`config.mk`:
```
export PLATFORM = sky130hd
export DESIGN_NAME = fetch_line_scheduler_flat
export DESIGN_NICKNAME = d
export VERILOG_FILES = /design/src/rtl/fetch_line_scheduler_if.sv /design/src/rtl/fetch_line_scheduler.sv /design/src/flat_wrapper.sv
export SDC_FILE = /design/constraint.sdc
export NUM_CORES = 1
export LEC_CHECK = 0
export ABC_AREA = 0
export BUFFER_PORTS_ARGS = -buffer_cell sky130_fd_sc_hd__buf_2
export CAP_MARGIN = 20
export CORE_AREA = 4 4 140 88
export DETAILED_ROUTE_END_ITERATION = 8
export DIE_AREA = 0 0 144 92
export PLACE_DENSITY_LB_ADDON = 0.08
export RECOVER_POWER = 50
export SLEW_MARGIN = 20
export SYNTH_ARGS = -nofsm -noshare
export SYNTH_HDL_FRONTEND = slang
export SYNTH_SLANG_ARGS = --single-unit
export TNS_END_PERCENT = 1
```
`constraint.sdc`:
```
create_clock -name clk -period 7.1 [get_ports clk]
set_input_delay 1.42 -clock clk [delete_from_list [all_inputs] [get_ports clk]]
set_output_delay 1.42 -clock clk [all_outputs]
set_load 0.02 [all_outputs]
```
`src/rtl/fetch_line_scheduler_if.sv`:
```
// Line-read port toward the I$ plus the fill strobe toward the fetch-buffer datapath.
interface fetch_line_scheduler_if #(
    parameter int unsigned PA_BITS = 34
) ();
    logic               CacheReq;
    logic [PA_BITS-1:0] CachePAdr;
    logic               CacheReady;
    logic               CacheRspValid;
    logic               FillEn;
    logic               FillSlot;

    modport master (
        output CacheReq, CachePAdr, FillEn, FillSlot,
        input  CacheReady, CacheRspValid
    );

    modport slave (
        input  CacheReq, CachePAdr, FillEn, FillSlot,
        output CacheReady, CacheRspValid
    );
endinterface

```
`src/rtl/fetch_line_scheduler.sv`:
```
// Two-slot fetch buffer controller: slot tags/valids, demand hit detection and
// arbitration of the single I$ line-read port between demand misses and prefetches.
module fetch_line_scheduler #(
    parameter int unsigned PA_BITS = 34,
    parameter int unsigned LINELEN = 512
) (
    input  logic                   clk,
    input  logic                   reset_n,
    input  logic                   DemandValid,
    input  logic [PA_BITS-1:0]     DemandPAdr,
    input  logic                   PrefetchHint,
    input  logic                   Stall,
    input  logic                   FlushStage,
    fetch_line_scheduler_if.master cache,
    output logic                   Hit,
    output logic                   HitSlot,
    output logic                   ActiveSlot,
    output logic [1:0]             SlotValid,
    output logic                   StallFB
);
    localparam int unsigned OFS   = $clog2(LINELEN / 8);
    localparam int unsigned TAG_W = PA_BITS - OFS;

    typedef enum logic [2:0] {IDLE, DREQ, DWAIT, PREQ, PWAIT, DRAIN} state_t;

    state_t           state_q, state_d;
    logic [TAG_W-1:0] slot_tag_q [2];
    logic [1:0]       slot_valid_q;
    logic             active_q;
    logic [TAG_W-1:0] req_tag_q, req_tag_d;
    logic             req_slot_q, req_slot_d;
    logic             issue_c, fill_c, req_c;

    logic             demand_v;
    logic [TAG_W-1:0] line_tag, next_tag;
    logic [1:0]       match, next_match;
    logic             line_max, demand_miss, prefetch_ok;
    logic             unused_ofs;

    // Demand side is ignored while reset is held so Hit/StallFB read as 0.
    assign demand_v = DemandValid & reset_n;
    assign line_tag = DemandPAdr[PA_BITS-1:OFS];
    assign next_tag = line_tag + TAG_W'(1);
    assign line_max = &line_tag;
    assign unused_ofs = ^DemandPAdr[OFS-1:0];

    assign match[0]      = slot_valid_q[0] & (slot_tag_q[0] == line_tag);
    assign match[1]      = slot_valid_q[1] & (slot_tag_q[1] == line_tag);
    assign next_match[0] = slot_valid_q[0] & (slot_tag_q[0] == next_tag);
    assign next_match[1] = slot_valid_q[1] & (slot_tag_q[1] == next_tag);

    assign Hit        = demand_v & (|match);
    assign HitSlot    = ~match[0] & match[1];
    assign StallFB    = demand_v & ~Hit;
    assign ActiveSlot = active_q;
    assign SlotValid  = slot_valid_q;

    assign demand_miss = demand_v & ~Hit & ~Stall & ~FlushStage;
    assign prefetch_ok = Hit & PrefetchHint & ~Stall & ~FlushStage & ~(|next_match) & ~line_max;

    assign cache.CacheReq  = req_c;
    assign cache.CachePAdr = {req_tag_q, {OFS{1'b0}}};
    assign cache.FillEn    = fill_c;
    assign cache.FillSlot  = req_slot_q;

    // State and request registers
    always_ff @(posedge clk or negedge reset_n) begin
        if (!reset_n) begin
            state_q    <= IDLE;
            req_tag_q  <= '0;
            req_slot_q <= 1'b0;
        end else begin
            state_q    <= state_d;
            req_tag_q  <= req_tag_d;
            req_slot_q <= req_slot_d;
        end
    end

    // Next-state, request issue and fill control
    always_comb begin
        state_d    = state_q;
        req_tag_d  = req_tag_q;
        req_slot_d = req_slot_q;
        issue_c    = 1'b0;
        fill_c     = 1'b0;
        req_c      = 1'b0;
        unique case (state_q)
            IDLE: begin
                if (demand_miss) begin
                    req_tag_d  = line_tag;
                    req_slot_d = ~active_q;
                    issue_c    = 1'b1;
                    state_d    = DREQ;
                end else if (prefetch_ok) begin
                    req_tag_d  = next_tag;
                    req_slot_d = ~HitSlot;
                    issue_c    = 1'b1;
                    state_d    = PREQ;
                end
            end
            DREQ, PREQ: begin
                // A flush withdraws the request before the cache can accept it.
                if (FlushStage) begin
                    state_d = IDLE;
                end else begin
                    req_c = 1'b1;
                    if (cache.CacheReady) state_d = (state_q == DREQ) ? DWAIT : PWAIT;
                end
            end
            DWAIT, PWAIT: begin
                if (FlushStage) begin
                    state_d = cache.CacheRspValid ? IDLE : DRAIN;
                end else if (cache.CacheRspValid) begin
                    fill_c  = 1'b1;
                    state_d = IDLE;
                end
            end
            DRAIN: begin
                if (cache.CacheRspValid) state_d = IDLE;
            end
            default: state_d = IDLE;
        endcase
    end

    // Slot tags, valid bits and active slot
    always_ff @(posedge clk or negedge reset_n) begin
        if (!reset_n) begin
            slot_tag_q[0] <= '0;
            slot_tag_q[1] <= '0;
            slot_valid_q  <= '0;
            active_q      <= 1'b0;
        end else if (FlushStage) begin
            slot_valid_q <= '0;
            active_q     <= 1'b0;
        end else begin
            if (issue_c) slot_valid_q[req_slot_d] <= 1'b0;
            if (fill_c) begin
                slot_valid_q[req_slot_q] <= 1'b1;
                slot_tag_q[req_slot_q]   <= req_tag_q;
            end
            if (Hit && !Stall) active_q <= HitSlot;
        end
    end
endmodule
```
`src/flat_wrapper.sv`:
```
// flat-port wrapper written by rule: the top's interface ports become plain ports
module fetch_line_scheduler_flat 
#(
    parameter int unsigned PA_BITS = 34,
    parameter int unsigned LINELEN = 512
)
  (clk, reset_n, DemandValid, DemandPAdr, PrefetchHint, Stall, FlushStage, Hit, HitSlot, ActiveSlot, SlotValid, StallFB, cache_CacheReq, cache_CachePAdr, cache_FillEn, cache_FillSlot, cache_CacheReady, cache_CacheRspValid);
  fetch_line_scheduler_if #(.PA_BITS(PA_BITS)) cache_i ();
  input  logic clk;
  input  logic reset_n;
  input  logic DemandValid;
  input  logic [PA_BITS-1:0] DemandPAdr;
  input  logic PrefetchHint;
  input  logic Stall;
  input  logic FlushStage;
  output logic Hit;
  output logic HitSlot;
  output logic ActiveSlot;
  output logic [1:0] SlotValid;
  output logic StallFB;
  output wire logic [$bits(cache_i.CacheReq)-1:0] cache_CacheReq;
  output wire logic [$bits(cache_i.CachePAdr)-1:0] cache_CachePAdr;
  output wire logic [$bits(cache_i.FillEn)-1:0] cache_FillEn;
  output wire logic [$bits(cache_i.FillSlot)-1:0] cache_FillSlot;
  input wire logic [$bits(cache_i.CacheReady)-1:0] cache_CacheReady;
  input wire logic [$bits(cache_i.CacheRspValid)-1:0] cache_CacheRspValid;
  assign cache_CacheReq = cache_i.CacheReq;
  assign cache_CachePAdr = cache_i.CachePAdr;
  assign cache_FillEn = cache_i.FillEn;
  assign cache_FillSlot = cache_i.FillSlot;
  assign cache_i.CacheReady = cache_CacheReady;
  assign cache_i.CacheRspValid = cache_CacheRspValid;
  fetch_line_scheduler #(.PA_BITS(PA_BITS), .LINELEN(LINELEN)) u_core (.clk(clk), .reset_n(reset_n), .DemandValid(DemandValid), .DemandPAdr(DemandPAdr), .PrefetchHint(PrefetchHint), .Stall(Stall), .FlushStage(FlushStage), .cache(cache_i), .Hit(Hit), .HitSlot(HitSlot), .ActiveSlot(ActiveSlot), .SlotValid(SlotValid), .StallFB(StallFB));
endmodule
```
==> out/metrics.csv <==
stage,metric,value,unit
logic_synthesis,share of the yosys chip area belonging to registers,35.1,%
setup_path,max incr delay on CP,850,ps
cts,TritonCTS clock tree,built,
sta,setup slack after layout,1680,ps
placed_design,dpl hpwl,14700,um
die,I/O pins,85,
setup_path,Buf/Inv on CP,3,
sta,"Slew Viols, Final",35,
setup_path,crit path max-delay cell type,nor3_4,
placed_design,gp weighted congestion,0.980,
route,post-route antenna net violation count,0,
cts,post-CTS setup buffer count,0,
placed_design,Port Buffer Count,72,
setup_path,worst r2r path cells,9,
layout,Layout area overhead,8.84,%
setup_path,WS Path Type,in -> reg,
logic_synthesis,"FF+latch count, synth",91,
sta,RSZ-0062 raised after global routing,false,
logic_synthesis,Post-synth EDFFs,0,
die,# rows,30,
route,number of DRC markers in iteration 0,428,
sta,Final Hold Vio Count,0,
route,Wirelength per Cell,22.7,um
route,via count,5331,
setup_path,Worst R2R Setup Slack,3220,ps
logic_synthesis,yosys warns,0,
sta,# setup viols final,0,
logic_synthesis,Mapped Cells,659,
setup_path,CP Launch Point,DemandPAdr[7],
global_route,total congestion overflow,0,
power,Max VDD drop,0.169,mV
cts,TritonCTS Buffers,9,
min_path,Worst Hold Class,reg -> reg,
setup_path,Worst EP arrival,5660,ps
route,WL final,19300,um
cts,CTS root buf,clkbuf_16,
cts,Longest Clk Path Bufs,2,
setup_path,CP Cell Sequence,"buf_2, ha_1, buf_4, nand4_1, or4_4, or3_1, a22oi_1, a31oi_1, a41oi_2, o31ai_2, nor3_4, buf_4, mux2_4",
layout,Fillers,943,
outcome,failing checks,"max-capacitance violations, max-slew violations",
die,Die X-Extent,144,um
sta,Worst slew margin,-27.1,%
route,DRC viols,0,
power,Tot Pwr,2.11,mW
setup_path,"CP delay by family, top",simple AND/OR/NAND/NOR gates,
setup_path,crit path capture type,register,
outcome,status,"finished, violations left",
cts,hold_buf cts,0,
global_route,first-pass GRT wire length,30200,um
global_route,Total GRT Usage,30.0,%
placed_design,pre-CTS WS,1360,ps
die,die height,92,um
job,Max Cap Violations,1,
sta,setup_tns,0,ps
sta,Worst-Margin Slew,1910,ps
layout,antenna diode count,0,
die,Starting Density,58.7,%
sta,min Tclk post-route,5420,ps
sta,Worst Skew,6.03,ps
sta,Fmax,184,MHz
setup_path,worst-path fanout max,17,
layout,Finished Core Util,63.9,%
setup_path,worst r2r src,u_core.slot_tag_q[6],
min_path,hold_sp,u_core.slot_tag_q[21],
sta,hold slack final,530,ps
logic_synthesis,"Distinct cells, synth",66,
route,DR pass1 iterations,5,
die,total core area,11100,um2
layout,share of layout cells above drive strength 1,22.3,%
cts,Resized cells post-CTS,0,
min_path,worst hold path cell count,1,
logic_synthesis,Syn Std Cell Area,6500,um2
global_route,largest net degree at the start of global routing,60,
layout,nets@finish,742,
sta,period utilisation layout,76.4,%
power,Lkg Pwr,2.99,nW
logic_synthesis,Post-synth ARST share,100,%
cts,Clock Sink Count,91,
cts,clk slew on worst S/H paths,60,ps
setup_path,Most common cell on crit path,buf_4,
die,die area,13200,um2
cts,clock latency on the worst-skew pair,350,ps
logic_synthesis,mean post-synth cell area,9.86,um2
global_route,vias in the first global route,5212,
logic_synthesis,most used flip-flop cell after synthesis,dfrtp_1,
global_route,initial antenna violation count,0,
setup_path,crit start category,input port,
setup_path,Crit path depth,13,
cts,htree depth,3,
route,Vias/cell,6.29,
power,cell area power density,298,nW/um2
setup_path,worst path required time,7340,ps
per-layer routing:
| metal | wire length, um | global-route usage [%] | share of wire, % | vias up |
|---|---|---|---|---|
| met5 | 0 | 0 | 0 | - |
| met4 | 234 | 6.11 | 1.2 | 0 |
| met3 | 1700 | 7.40 | 8.8 | 24 |
| met2 | 8040 | 41.6 | 42 | 234 |
| met1 | 9310 | 47.0 | 48 | 2635 |
| li1 | - | - | - | 2438 |
cell type report:
class,instances,area (um2),area share (%)
Clock buffer,12,246,3.49
Clock inverter,4,50.0,0.708
Inverter,11,41.3,0.584
Sequential cell,91,2280,32.2
Tap cell,144,180,2.55
Timing Repair Buffer,79,373,5.27
Multi-Input combinational cell,507,3900,55.2
per-stage QoR:
| step | cell area, um2 | cells |
|---|---|---|
| 4_1_cts | 7110 | 848 |
| 3_3_place_gp | 6820 | 832 |
| 3_5_place_dp | 6820 | 832 |
| 5_1_grt | 7070 | 848 |
| 6_report | 7070 | 848 |
| 2_1_floorplan | 6520 | 664 |
power by group:
group | total, mW | internal [mW] | switching (mW) | leakage (nW)
clock | 0.492 | 0.282 | 0.210 | 0.139
combinational | 0.782 | 0.333 | 0.449 | 1.67
sequential | 0.831 | 0.675 | 0.156 | 1.17
sequential cells by signal (all words and copies together) (netlist names):
| name | count |
|---|---|
| u_core.ActiveSlot | 1 |
| u_core.SlotValid | 2 |
| u_core.cache.FillSlot | 1 |
| u_core.req_tag_q | 28 |
| u_core.slot_tag_q | 56 |
| u_core.state_q | 3 |
cells in the mapped netlist (all sizes together), types with 11 or more instances:
| library cell | instances | area (um2) |
|---|---|---|
| mux2 | 81 | 1010 |
| a21oi | 11 | 55.1 |
| buf | 30 | 203 |
| inv | 11 | 41.3 |
| xnor2 | 50 | 445 |
| nor3 | 23 | 126 |
| nand3 | 18 | 90.1 |
| xor2 | 65 | 569 |
| o21ai | 14 | 70.1 |
| dfrtp | 91 | 2280 |
| nor2 | 40 | 150 |
| nand4 | 26 | 193 |
| nor4 | 25 | 169 |
| nand2 | 40 | 150 |
| clkbuf | 25 | 93.8 |
worst paths after layout:
check | to
max | u_core.req_tag_q[16]
max reg2reg | u_core.req_tag_q[16]
max in group asynchronous | u_core.slot_tag_q[42]
min | u_core.slot_tag_q[21]
min reg2reg | u_core.slot_tag_q[21]
min in group asynchronous | u_core.slot_tag_q[40]
cells in the final DEF (no fill, tap or decap), types with 3 or more instances in the layout:
cell type / Yosys / final
o21ai_0: 13 / 13
buf_2: 12 / 40
nand4_1: 24 / 24
mux2_2: 54 / 54
o22ai_1: 3 / 3
mux2_4: 27 / 27
nand3_1: 18 / 18
and3_1: 5 / 5
a21oi_1: 11 / 11
or4_1: 8 / 8
mux2i_1: 3 / 3
nor2_1: 40 / 40
xnor2_1: 49 / 49
conb_1: 1 / 6
a211oi_1: 3 / 3
nand3b_1: 3 / 3
inv_1: 11 / 11
a22oi_1: 7 / 7
o41ai_1: 3 / 3
nor4_1: 23 / 23
dfrtp_1: 91 / 91
and4_1: 8 / 8
nor3_1: 22 / 22
buf_4: 10 / 7
nand4b_1: 4 / 4
o21a_1: 3 / 3
nand2_1: 40 / 40
or2_2: 3 / 3
clkbuf_1: 25 / 34
xor2_1: 65 / 65
clkbuf_16: 0 / 9
or3_1: 9 / 9
nor2b_1: 6 / 5
nand2b_1: 6 / 6
cell families after synthesis:
| kind of cell | after synthesis | share of synthesized area [%] |
|---|---|---|
| multiplexers | 84 | 16.1 |
| XOR/XNOR | 115 | 15.6 |
| adder cells (fa/ha/maj) | 1 | 0.193 |
| flip-flops | 91 | 35.1 |
| other | 1 | 0.0577 |
| AO/OA/AOI/OAI | 70 | 7.72 |
| buffers and inverters | 66 | 5.20 |
| AND/OR/NAND/NOR | 231 | 20.1 |
No activity file was read; power rests on OpenSTA's default activity.
